<file path="src/rtl/fa_nbit_arb_ctrl_if.sv">
// Requester and adder-side signal bundle for fa_nbit_arb_ctrl.
// Optional R_OVF member is present only when FA_ARB_OVF_FLAG_EN is defined.
interface fa_nbit_arb_ctrl_if #(
    parameter int SIZE = 16
);
    logic            req0;
    logic [SIZE-1:0] A0;
    logic [SIZE-1:0] B0;
    logic            CI0;
    logic            req1;
    logic [SIZE-1:0] A1;
    logic [SIZE-1:0] B1;
    logic            CI1;
    logic [1:0]      gnt;
    logic [1:0]      done;
    logic [SIZE-1:0] R_SUM;
    logic            R_CO;
`ifdef FA_ARB_OVF_FLAG_EN
    logic            R_OVF;
`endif
    logic [SIZE-1:0] add_I;
    logic            add_En;
    logic            add_CI;
    logic            add_sel;
    logic [SIZE-1:0] add_SUM;
    logic            add_CO;

    // Controller side.
    modport slave (
        input  req0, A0, B0, CI0, req1, A1, B1, CI1, add_SUM, add_CO,
`ifdef FA_ARB_OVF_FLAG_EN
        output R_OVF,
`endif
        output gnt, done, R_SUM, R_CO, add_I, add_En, add_CI, add_sel
    );

    // Requesters plus the shared adder.
    modport master (
        output req0, A0, B0, CI0, req1, A1, B1, CI1, add_SUM, add_CO,
`ifdef FA_ARB_OVF_FLAG_EN
        input  R_OVF,
`endif
        input  gnt, done, R_SUM, R_CO, add_I, add_En, add_CI, add_sel
    );
endinterface

</file>
<file path="src/rtl/fa_nbit_arb_ctrl.sv">
// Round-robin controller sharing one FA_NBIT adder between two requesters.
// Define FA_ARB_OVF_FLAG_EN to add the registered signed-overflow flag R_OVF.
module fa_nbit_arb_ctrl #(
    parameter int SIZE = 16
) (
    input  logic              clk,
    input  logic              rst,
    fa_nbit_arb_ctrl_if.slave bus
);

    typedef enum logic [2:0] {
        S_IDLE,
        S_LOADA,
        S_ADDB,
        S_CAPT,
        S_DONE
    } state_t;

    state_t          r_state;
    logic            r_w;
    logic            r_last;
    logic [1:0]      r_gnt;
    logic [1:0]      r_done;
    logic [SIZE-1:0] r_sum;
    logic            r_co;
    logic [SIZE-1:0] r_add_i;
    logic            r_add_en;
    logic            r_add_ci;
    logic            r_add_sel;
`ifdef FA_ARB_OVF_FLAG_EN
    logic            r_a_msb;
    logic            r_b_msb;
    logic            r_ovf;
`endif

    logic            w_any_req;
    logic            w_win;
    logic            w_port;
    logic [SIZE-1:0] w_a;
    logic [SIZE-1:0] w_b;
    logic            w_ci;

    // Tie goes to the port that was not served last.
    always_comb begin
        // NOTE: every always_comb output gets a value on every path so no latch is inferred.
        w_any_req = bus.req0 | bus.req1;
        w_win     = (bus.req0 && bus.req1) ? ~r_last : bus.req1;
        w_port    = (r_state == S_IDLE) ? w_win : r_w;
        w_a       = w_port ? bus.A1  : bus.A0;
        w_b       = w_port ? bus.B1  : bus.B0;
        w_ci      = w_port ? bus.CI1 : bus.CI0;
    end

    // Each state's adder controls are registered on entry, so the adder sees them one cycle later.
    always_ff @(posedge clk or posedge rst) begin
        if (rst) begin
            r_state   <= S_IDLE;
            r_w       <= 1'b0;
            r_last    <= 1'b1;
            r_gnt     <= 2'b00;
            r_done    <= 2'b00;
            r_sum     <= '0;
            r_co      <= 1'b0;
            r_add_i   <= '0;
            r_add_en  <= 1'b0;
            r_add_ci  <= 1'b0;
            r_add_sel <= 1'b0;
`ifdef FA_ARB_OVF_FLAG_EN
            r_a_msb   <= 1'b0;
            r_b_msb   <= 1'b0;
            r_ovf     <= 1'b0;
`endif
        end else begin
            // NOTE: sequential state uses non-blocking assignments only, so every read sees pre-edge values.
            case (r_state)
                S_IDLE: begin
                    r_add_en <= 1'b0;
                    if (w_any_req) begin
                        r_w       <= w_win;
                        r_gnt     <= w_win ? 2'b10 : 2'b01;
                        r_add_i   <= w_a;
                        r_add_ci  <= 1'b0;
                        r_add_sel <= 1'b0;
                        r_add_en  <= 1'b1;
                        r_state   <= S_LOADA;
                    end
                end
                S_LOADA: begin
`ifdef FA_ARB_OVF_FLAG_EN
                    r_a_msb   <= r_add_i[SIZE-1];
`endif
                    r_add_i   <= w_b;
                    r_add_ci  <= w_ci;
                    r_add_sel <= 1'b1;
                    r_add_en  <= 1'b1;
                    r_state   <= S_ADDB;
                end
                S_ADDB: begin
`ifdef FA_ARB_OVF_FLAG_EN
                    r_b_msb  <= r_add_i[SIZE-1];
`endif
                    r_add_en <= 1'b0;
                    r_state  <= S_CAPT;
                end
                S_CAPT: begin
                    r_sum   <= bus.add_SUM;
                    r_co    <= bus.add_CO;
`ifdef FA_ARB_OVF_FLAG_EN
                    r_ovf   <= (r_a_msb == r_b_msb) && (bus.add_SUM[SIZE-1] != r_a_msb);
`endif
                    r_done  <= r_w ? 2'b10 : 2'b01;
                    r_state <= S_DONE;
                end
                S_DONE: begin
                    r_done  <= 2'b00;
                    r_gnt   <= 2'b00;
                    r_last  <= r_w;
                    r_state <= S_IDLE;
                end
                default: r_state <= S_IDLE;
            endcase
        end
    end

    assign bus.gnt     = r_gnt;
    assign bus.done    = r_done;
    assign bus.R_SUM   = r_sum;
    assign bus.R_CO    = r_co;
    assign bus.add_I   = r_add_i;
    assign bus.add_En  = r_add_en;
    assign bus.add_CI  = r_add_ci;
    assign bus.add_sel = r_add_sel;
`ifdef FA_ARB_OVF_FLAG_EN
    assign bus.R_OVF   = r_ovf;
`endif

endmodule

</file>
<file path="src/flat_wrapper.sv">
// flat-port wrapper written by rule: the top's interface ports become plain ports
module fa_nbit_arb_ctrl_flat 
#(
    parameter int SIZE = 16
)
  (clk, rst, bus_req0, bus_A0, bus_B0, bus_CI0, bus_req1, bus_A1, bus_B1, bus_CI1, bus_add_SUM, bus_add_CO, bus_gnt, bus_done, bus_R_SUM, bus_R_CO, bus_add_I, bus_add_En, bus_add_CI, bus_add_sel);
  fa_nbit_arb_ctrl_if #(.SIZE(SIZE)) bus_i ();
  input  logic clk;
  input  logic rst;
  input wire logic [$bits(bus_i.req0)-1:0] bus_req0;
  input wire logic [$bits(bus_i.A0)-1:0] bus_A0;
  input wire logic [$bits(bus_i.B0)-1:0] bus_B0;
  input wire logic [$bits(bus_i.CI0)-1:0] bus_CI0;
  input wire logic [$bits(bus_i.req1)-1:0] bus_req1;
  input wire logic [$bits(bus_i.A1)-1:0] bus_A1;
  input wire logic [$bits(bus_i.B1)-1:0] bus_B1;
  input wire logic [$bits(bus_i.CI1)-1:0] bus_CI1;
  input wire logic [$bits(bus_i.add_SUM)-1:0] bus_add_SUM;
  input wire logic [$bits(bus_i.add_CO)-1:0] bus_add_CO;
  output wire logic [$bits(bus_i.gnt)-1:0] bus_gnt;
  output wire logic [$bits(bus_i.done)-1:0] bus_done;
  output wire logic [$bits(bus_i.R_SUM)-1:0] bus_R_SUM;
  output wire logic [$bits(bus_i.R_CO)-1:0] bus_R_CO;
  output wire logic [$bits(bus_i.add_I)-1:0] bus_add_I;
  output wire logic [$bits(bus_i.add_En)-1:0] bus_add_En;
  output wire logic [$bits(bus_i.add_CI)-1:0] bus_add_CI;
  output wire logic [$bits(bus_i.add_sel)-1:0] bus_add_sel;
  assign bus_i.req0 = bus_req0;
  assign bus_i.A0 = bus_A0;
  assign bus_i.B0 = bus_B0;
  assign bus_i.CI0 = bus_CI0;
  assign bus_i.req1 = bus_req1;
  assign bus_i.A1 = bus_A1;
  assign bus_i.B1 = bus_B1;
  assign bus_i.CI1 = bus_CI1;
  assign bus_i.add_SUM = bus_add_SUM;
  assign bus_i.add_CO = bus_add_CO;
  assign bus_gnt = bus_i.gnt;
  assign bus_done = bus_i.done;
  assign bus_R_SUM = bus_i.R_SUM;
  assign bus_R_CO = bus_i.R_CO;
  assign bus_add_I = bus_i.add_I;
  assign bus_add_En = bus_i.add_En;
  assign bus_add_CI = bus_i.add_CI;
  assign bus_add_sel = bus_i.add_sel;
  fa_nbit_arb_ctrl #(.SIZE(SIZE)) u_core (.clk(clk), .rst(rst), .bus(bus_i));
endmodule
</file>
<file path="config.mk">
export PLATFORM = sky130hd
export DESIGN_NAME = fa_nbit_arb_ctrl_flat
export DESIGN_NICKNAME = d
export VERILOG_FILES = /design/src/rtl/fa_nbit_arb_ctrl_if.sv /design/src/rtl/fa_nbit_arb_ctrl.sv /design/src/flat_wrapper.sv
export SDC_FILE = /design/constraint.sdc
export NUM_CORES = 1
export LEC_CHECK = 0
export ABC_CLOCK_PERIOD_IN_PS = 2300
export CAP_MARGIN = 20
export CORE_ASPECT_RATIO = 1.5
export CORE_MARGIN = 2
export CORE_UTILIZATION = 39
export DETAILED_ROUTE_END_ITERATION = 6
export PLACE_DENSITY = 0.81
export REMOVE_ABC_BUFFERS = 1
export SLEW_MARGIN = 10
export SYNTH_ARGS = -nofsm -noshare
export SYNTH_HDL_FRONTEND = slang
export SYNTH_SLANG_ARGS = --single-unit
</file>
<file path="constraint.sdc">
create_clock -name clk -period 2.3 [get_ports clk]
set_input_delay 0.23 -clock clk [delete_from_list [all_inputs] [get_ports clk]]
set_output_delay 0.23 -clock clk [all_outputs]
set_load 0.01 [all_outputs]
</file>
==> impl_metrics.env, run 1 <==
export IMPL_status="completed"
export IMPL_endpoint="u_core.bus.add_I[1]"
export IMPL_relSlewSlack=0.6185
export IMPL_core_area_mm2=0.005700
export IMPL_post_cts_buffers=0
export IMPL_dp_hpwl_mm=5.318
export IMPL_fin_ws_ns=0.3910
export IMPL_critPathRequiredTime_ns=2.49
export IMPL_synth_edf_count=0
export IMPL_final_cell_area_mm2=0.003709
export IMPL_hold_viol=0
export IMPL_ys_async_sr_fraction=1.000
export IMPL_path_cells="or3_1, buf_4, or3_1, o21bai_1, nor3_2"
export IMPL_fin_skew_ns=0.003133
export IMPL_grt_busiest_layer="met2"
export IMPL_crit_slowest_cell="dfrtp_1"
export IMPL_grt_use_met2=0.3931
export IMPL_dpl_cell_area_mm2=0.003593
export IMPL_clockBufferDepth=2
export IMPL_grt_use_met3=0.03476
export IMPL_worstMarginPinSlew_ns=0.5714
export IMPL_power_mw=4.564
export IMPL_drtIter0Drc=76
export IMPL_setup_viol=0
export IMPL_cpPeakStageDelay_ns=0.50
export IMPL_path_common_cell="or3_1"
export IMPL_start_util=0.3995
export IMPL_grt_overflow=0
export IMPL_grt_max_degree=35
export IMPL_end_kind="register"
export IMPL_grt_pass1_wl_mm=11.19
export IMPL_internal_power_mw=2.818
export IMPL_crit_path_start_kind="register"
export IMPL_nets=461
export IMPL_path_clk_slew_ns=0.08
export IMPL_switching_power_mw=1.746
export IMPL_synthFlopType="dfrtp_1"
export IMPL_crit_type="register to register"
export IMPL_route_detailed_drc=0
export IMPL_setup_tns_ns=0
export IMPL_grtUsageTotal=0.2228
export IMPL_period_needed_ns=1.909
export IMPL_tritoncts="yes"
export IMPL_diodes=0
export IMPL_syn_area_per_cell_um2=9.109
export IMPL_rsz0062_at_grt="false"
export IMPL_ctsResizeCount=0
export IMPL_cts_buffers=5
export IMPL_switching_share=0.3826
export IMPL_ctsRootBufferMaster="clkbuf_8"
export IMPL_postSynthCellCount=250
export IMPL_r2r_start="u_core.r_state[0]"
export IMPL_met1_usage=0.2694
export IMPL_fp_dieH_um=97.59
export IMPL_power_density_mw_per_mm2=1231
export IMPL_htreeDepth=2
export IMPL_area_delta_synth_final_pct=62.86
export IMPL_row_count=34
export IMPL_cpLargestDelayFamily="simple AND/OR/NAND/NOR gates"
export IMPL_synth_area_mm2=0.002277
export IMPL_cts_hold_buf=0
export IMPL_timing_critical_path_fanout_max=20
export IMPL_crit_cells=5
export IMPL_clock_latency_ns=0.29
export IMPL_grt_pass1_vias=2338
export IMPL_dr_total_vias=2319
export IMPL_min_path_type="input pin to async pin"
export IMPL_antenna_found_initial=0
export IMPL_ir_drop_mv=0.6454
export IMPL_place_gp_congestion=0.8001
export IMPL_synth_seq_cells=45
export IMPL_cts_num_sinks=45
export IMPL_drt_wl_total_mm=7.075
export IMPL_reg2reg_slack_ns=0.39
export IMPL_die_area_mm2=0.006479
export IMPL_timing_critical_path_buf_inv=1
export IMPL_r2r_cells=5
export IMPL_clock_power_share=0.126
export IMPL_synth_yosys_seq_area_share=0.4951
export IMPL_worst_r2r_endpoint="u_core.bus.add_I[1]"
export IMPL_p_seq_frac=0.321
export IMPL_yosysUniqueCellTypes=30
export IMPL_via_per_inst=5.200
export IMPL_arrival_ns=2.09
export IMPL_clock_fmax_ghz=0.5238
export IMPL_nFillCells=458
export IMPL_wl_per_cell_um=15.86
export IMPL_fin_crit_sh=0.8300
export IMPL_startpoint="u_core.r_state[0]"
export IMPL_combPwrFrac=0.553
export IMPL_port_buffers=126
export IMPL_ant_nets=0
export IMPL_drive_above_1_share=0.09358
export IMPL_ioPinCount=127
export IMPL_dp_slack_ns=0.1086
export IMPL_ys_warn_count=0
export IMPL_drt_pass1_iterations=4
export IMPL_slew_viol_final=0
export IMPL_die_w_um=66.39
export IMPL_drv_cap=0
export IMPL_leakage_nw=1.530
cells by family after synthesis:
| family | share of synthesized area |
|---|---|
| flip-flops | 0.4951 |
| multiplexers | 0.02363 |
| AND/OR/NAND/NOR | 0.3028 |
| AO/OA/AOI/OAI | 0.1203 |
| buffers and inverters | 0.05439 |
| XOR/XNOR | 0.003847 |
worst min path at each step:
stage                             start                   end  slack, ns  depth (start not counted)
CTS                                 rst   u_core.bus.add_I[6]       0.34                          2
detailed placement  u_core.bus.R_SUM[7]   u_core.bus.R_SUM[7]       0.46                          2
floorplan                    bus_add_CO       u_core.bus.R_CO       0.34                          2
global placement    u_core.bus.R_SUM[1]   u_core.bus.R_SUM[1]       0.46                          2
finish                              rst   u_core.bus.add_I[3]       0.31                          2
global route                        rst  u_core.bus.R_SUM[10]       0.36                          2
cells in the final DEF (no fill, tap or decap), types with 5 or more instances in the layout:
cell type        count
buf_4               10
clkbuf_8             5
clkdlybuf4s50_1    126
dfrtp_1             44
nand2_1             57
nor2_1              19
nor3_1               8
nor3_2              10
nor4_1              16
o21bai_1            16
o22ai_1             17
or3_1               17
power groups by stage:
stage / Combinational (mW) / Sequential (mW) / Clock [mW]
final: 2.52 / 1.47 / 0.574
after global routing: 2.77 / 1.51 / 0.610
after CTS: 2.55 / 1.46 / 0.586
after detailed placement: 2.54 / 1.48 / 0
after global placement: 2.46 / 1.46 / 0
after floorplan: 1.13 / 1.60 / 0
registers in the layout (all words and copies together) (netlist names), 2 cells and up:
name and count:
u_core.bus.R_SUM 16, u_core.bus.add_I 16, u_core.r_state 3, u_core.bus.done 2
u_core.bus.gnt 2
layer usage:
| metal | up-vias | routed length [um] |
|---|---|---|
| met5 | - | 0 |
| met3 | 12 | 438 |
| met1 | 1103 | 2869 |
| li1 | 1118 | - |
| met2 | 86 | 3641 |
| met4 | 0 | 126 |
final cells by class:
cell class                      instances  area (um^2)  share of cell area
Inverter                                3        11.26            0.003036
Timing Repair Buffer                  137         1348              0.3634
Tap cell                               72        90.09             0.02429
Clock buffer                            5        68.82             0.01856
Clock inverter                          2        35.03            0.009447
Sequential cell                        45         1127              0.3040
Multi-Input combinational cell        182         1028              0.2773
cell usage after synthesis, drive strengths merged, types with 2 or more instances:
| master | number | area, um^2 |
|---|---|---|
| buf | 9 | 71.31 |
| clkbuf | 11 | 41.29 |
| dfrtp | 44 | 1101 |
| inv | 2 | 7.510 |
| mux2i | 3 | 42.54 |
| nand2 | 57 | 214.0 |
| nand2b | 2 | 12.51 |
| nand3 | 4 | 20.02 |
| nand3b | 2 | 15.01 |
| nor2 | 20 | 75.07 |
| nor3 | 18 | 140.1 |
| nor4 | 16 | 100.1 |
| o21ai | 3 | 15.01 |
| o21bai | 16 | 120.1 |
| o22ai | 17 | 106.4 |
| or3 | 17 | 106.4 |
worst reg2reg max path: stages, from the launching register on:
cell and delay (ns):
dfrtp_1 0.50, or3_1 0.48, buf_4 0.24, or3_1 0.33
o21bai_1 0.20, nor3_2 0.05
per-stage QoR:
| stage | utilization | hold slack, ns | instances |
|---|---|---|---|
| floorplan | - | 0.3354 | 230 |
| global placement | 0.6304 | 0.4557 | 438 |
| detailed placement | 0.6304 | 0.4624 | 438 |
| CTS | 0.6486 | 0.3389 | 445 |
| global route | 0.6506 | 0.3646 | 446 |
| finish | 0.6506 | 0.3136 | 446 |
Power figures use the tool's default switching activity.
==> inputs of run 2 (changes only) <==
Settings changed: ABC_CLOCK_PERIOD_IN_PS 2300 to 1850.
Clock period 2.3 ns to 1.85 ns, I/O delays scaled along.
==> run 2 against run 1 <==
Effect of this change: via count up 2.2%; clock-buffer cell count grew 1; non-clock buffer count up 4; combinational power grew 32%; register-to-register slack worse by 0.32 ns; final area grew 1.7%; wire length grew 1.1%; sequential share of layout area is 0.49 points lower; core utilization rose by 1.1 points; die area stayed put; flip-flop and latch count unchanged; critical endpoint is now u_core.bus.add_I[0].
==> impl_metrics.env, run 2 (synthesis gave the netlist of run 1 again) <==
export IMPL_leakage_nw=1.560
export IMPL_ctsRootBufferMaster="clkbuf_8"
export IMPL_die_w_um=66.39
export IMPL_crit_slowest_cell="or3_1"
export IMPL_grt_overflow=0
export IMPL_path_cells="or3_1, buf_4, or3_1, o21bai_1, nor3_2"
export IMPL_r2r_cells=5
export IMPL_min_path_type="input pin to async pin"
export IMPL_clock_fmax_ghz=0.5619
export IMPL_dpl_cell_area_mm2=0.003636
export IMPL_timing_critical_path_fanout_max=20
export IMPL_antenna_found_initial=0
export IMPL_start_util=0.3995
export IMPL_fin_cells=451
export IMPL_fin_ws_ns=0.07037
export IMPL_crit_type="register to register"
export IMPL_end_kind="register"
export IMPL_htreeDepth=2
export IMPL_cts_buffers=5
export IMPL_dp_cells=442
export IMPL_worstMarginPinSlew_ns=0.6726
export IMPL_dr_total_vias=2371
export IMPL_area_delta_synth_final_pct=65.55
export IMPL_slew_viol_final=0
export IMPL_period_needed_ns=1.780
export IMPL_ioPinCount=127
export IMPL_final_cell_area_mm2=0.003770
export IMPL_grt_max_degree=35
export IMPL_wl_per_cell_um=15.86
export IMPL_fp_dieH_um=97.59
export IMPL_reg2reg_slack_ns=0.07
export IMPL_via_per_inst=5.257
export IMPL_power_density_mw_per_mm2=1544
export IMPL_relSlewSlack=0.5506
export IMPL_rsz0062_at_grt="false"
export IMPL_core_area_mm2=0.005700
export IMPL_drtIter0Drc=111
export IMPL_die_area_mm2=0.006479
export IMPL_place_gp_congestion=0.8309
export IMPL_crit_path_start_kind="register"
export IMPL_critPathRequiredTime_ns=2.03
export IMPL_port_buffers=126
export IMPL_ir_drop_mv=0.7764
export IMPL_path_common_cell="or3_1"
export IMPL_route_detailed_drc=0
export IMPL_fin_skew_ns=0.004906
export IMPL_tritoncts="yes"
export IMPL_setup_viol=0
export IMPL_dp_hpwl_mm=5.383
export IMPL_clockBufferDepth=2
export IMPL_dp_slack_ns=-0.2994
export IMPL_cts_num_sinks=45
export IMPL_fin_crit_sh=0.9620
export IMPL_nets=465
export IMPL_cpPeakStageDelay_ns=0.47
export IMPL_finalHoldWorstSlack_ns=0.2223
export IMPL_drive_above_1_share=0.1055
export IMPL_status="completed"
export IMPL_grt_pass1_wl_mm=11.12
export IMPL_final_common_cell="clkdlybuf4s50_1"
export IMPL_final_core_util=0.6613
export IMPL_clock_latency_ns=0.29
export IMPL_hold_viol=0
export IMPL_drt_pass1_iterations=4
export IMPL_path_clk_slew_ns=0.08
export IMPL_arrival_ns=1.96
export IMPL_row_count=34
export IMPL_final_cell_mix="126 x clkdlybuf4s50_1, 57 x nand2_1, 44 x dfrtp_1"
export IMPL_drt_wl_total_mm=7.152
export IMPL_grtUsageTotal=0.2203
export IMPL_drv_cap=0
export IMPL_diodes=0
export IMPL_ant_nets=0
export IMPL_grt_pass1_vias=2414
run 2: final timing paths:
| check | startpoint | to |
|---|---|---|
| min | rst | u_core.bus.add_I[3] |
| max | u_core.r_state[2] | u_core.bus.add_I[0] |
| max reg2reg | u_core.r_state[2] | u_core.bus.add_I[0] |
| min reg2reg | u_core.bus.R_SUM[14] | u_core.bus.R_SUM[14] |
| min in group clk | bus_add_SUM[15] | u_core.bus.R_SUM[15] |
| max in group asynchronous | rst | u_core.bus.add_I[0] |
run 2: metrics by stage:
step | setup TNS, ns | total power [mW]
after floorplan | -0.5832 | 3.395
after global placement | -3.194 | 4.937
after detailed placement | -4.803 | 5.068
after CTS | 0 | 5.799
after global routing | 0 | 6.216
final | 0 | 5.821
run 2: layout make-up:
| class | instances | area [um^2] |
|---|---|---|
| clock buffers | 6 | 72.57 |
| clock inverters | 2 | 35.03 |
| fillers | 475 | 1931 |
| inverters | 3 | 11.26 |
| multi-input cells | 182 | 1035 |
| flip-flops and latches | 45 | 1127 |
| well taps | 72 | 90.09 |
| repair buffers | 141 | 1399 |
run 2: what timing repair did:
| action | in CTS | in global routing |
|---|---|---|
| pin swaps | 0 | 0 |
| hold buffers | 0 | 0 |
| resized for setup | 1 | 1 |
| hold endpoints to repair | 0 | 0 |
| buffers inserted | 0 | 1 |
| setup endpoints to repair | 1 | 16 |
| gates cloned | 0 | 0 |
run 2: power breakdown:
part           internal [mW]  switching (mW)  total, mW
Sequential              1.49           0.290       1.78
Clock                  0.401           0.313      0.714
Combinational           1.74            1.59       3.33
run 2: worst max-delay path, delay by kind of cell (launching register included):
kind,cells,cell delay (ns)
AO/OA/AOI/OAI,1,0.18
buffers and inverters,1,0.24
flip-flops,1,0.40
AND/OR/NAND/NOR,3,0.84
run 2: layer usage:
layer	GRT usage	wire length [um]
met2	0.4092	3806
met5	0	0
met1	0.2523	2831
met4	0.05181	60
met3	0.03940	453
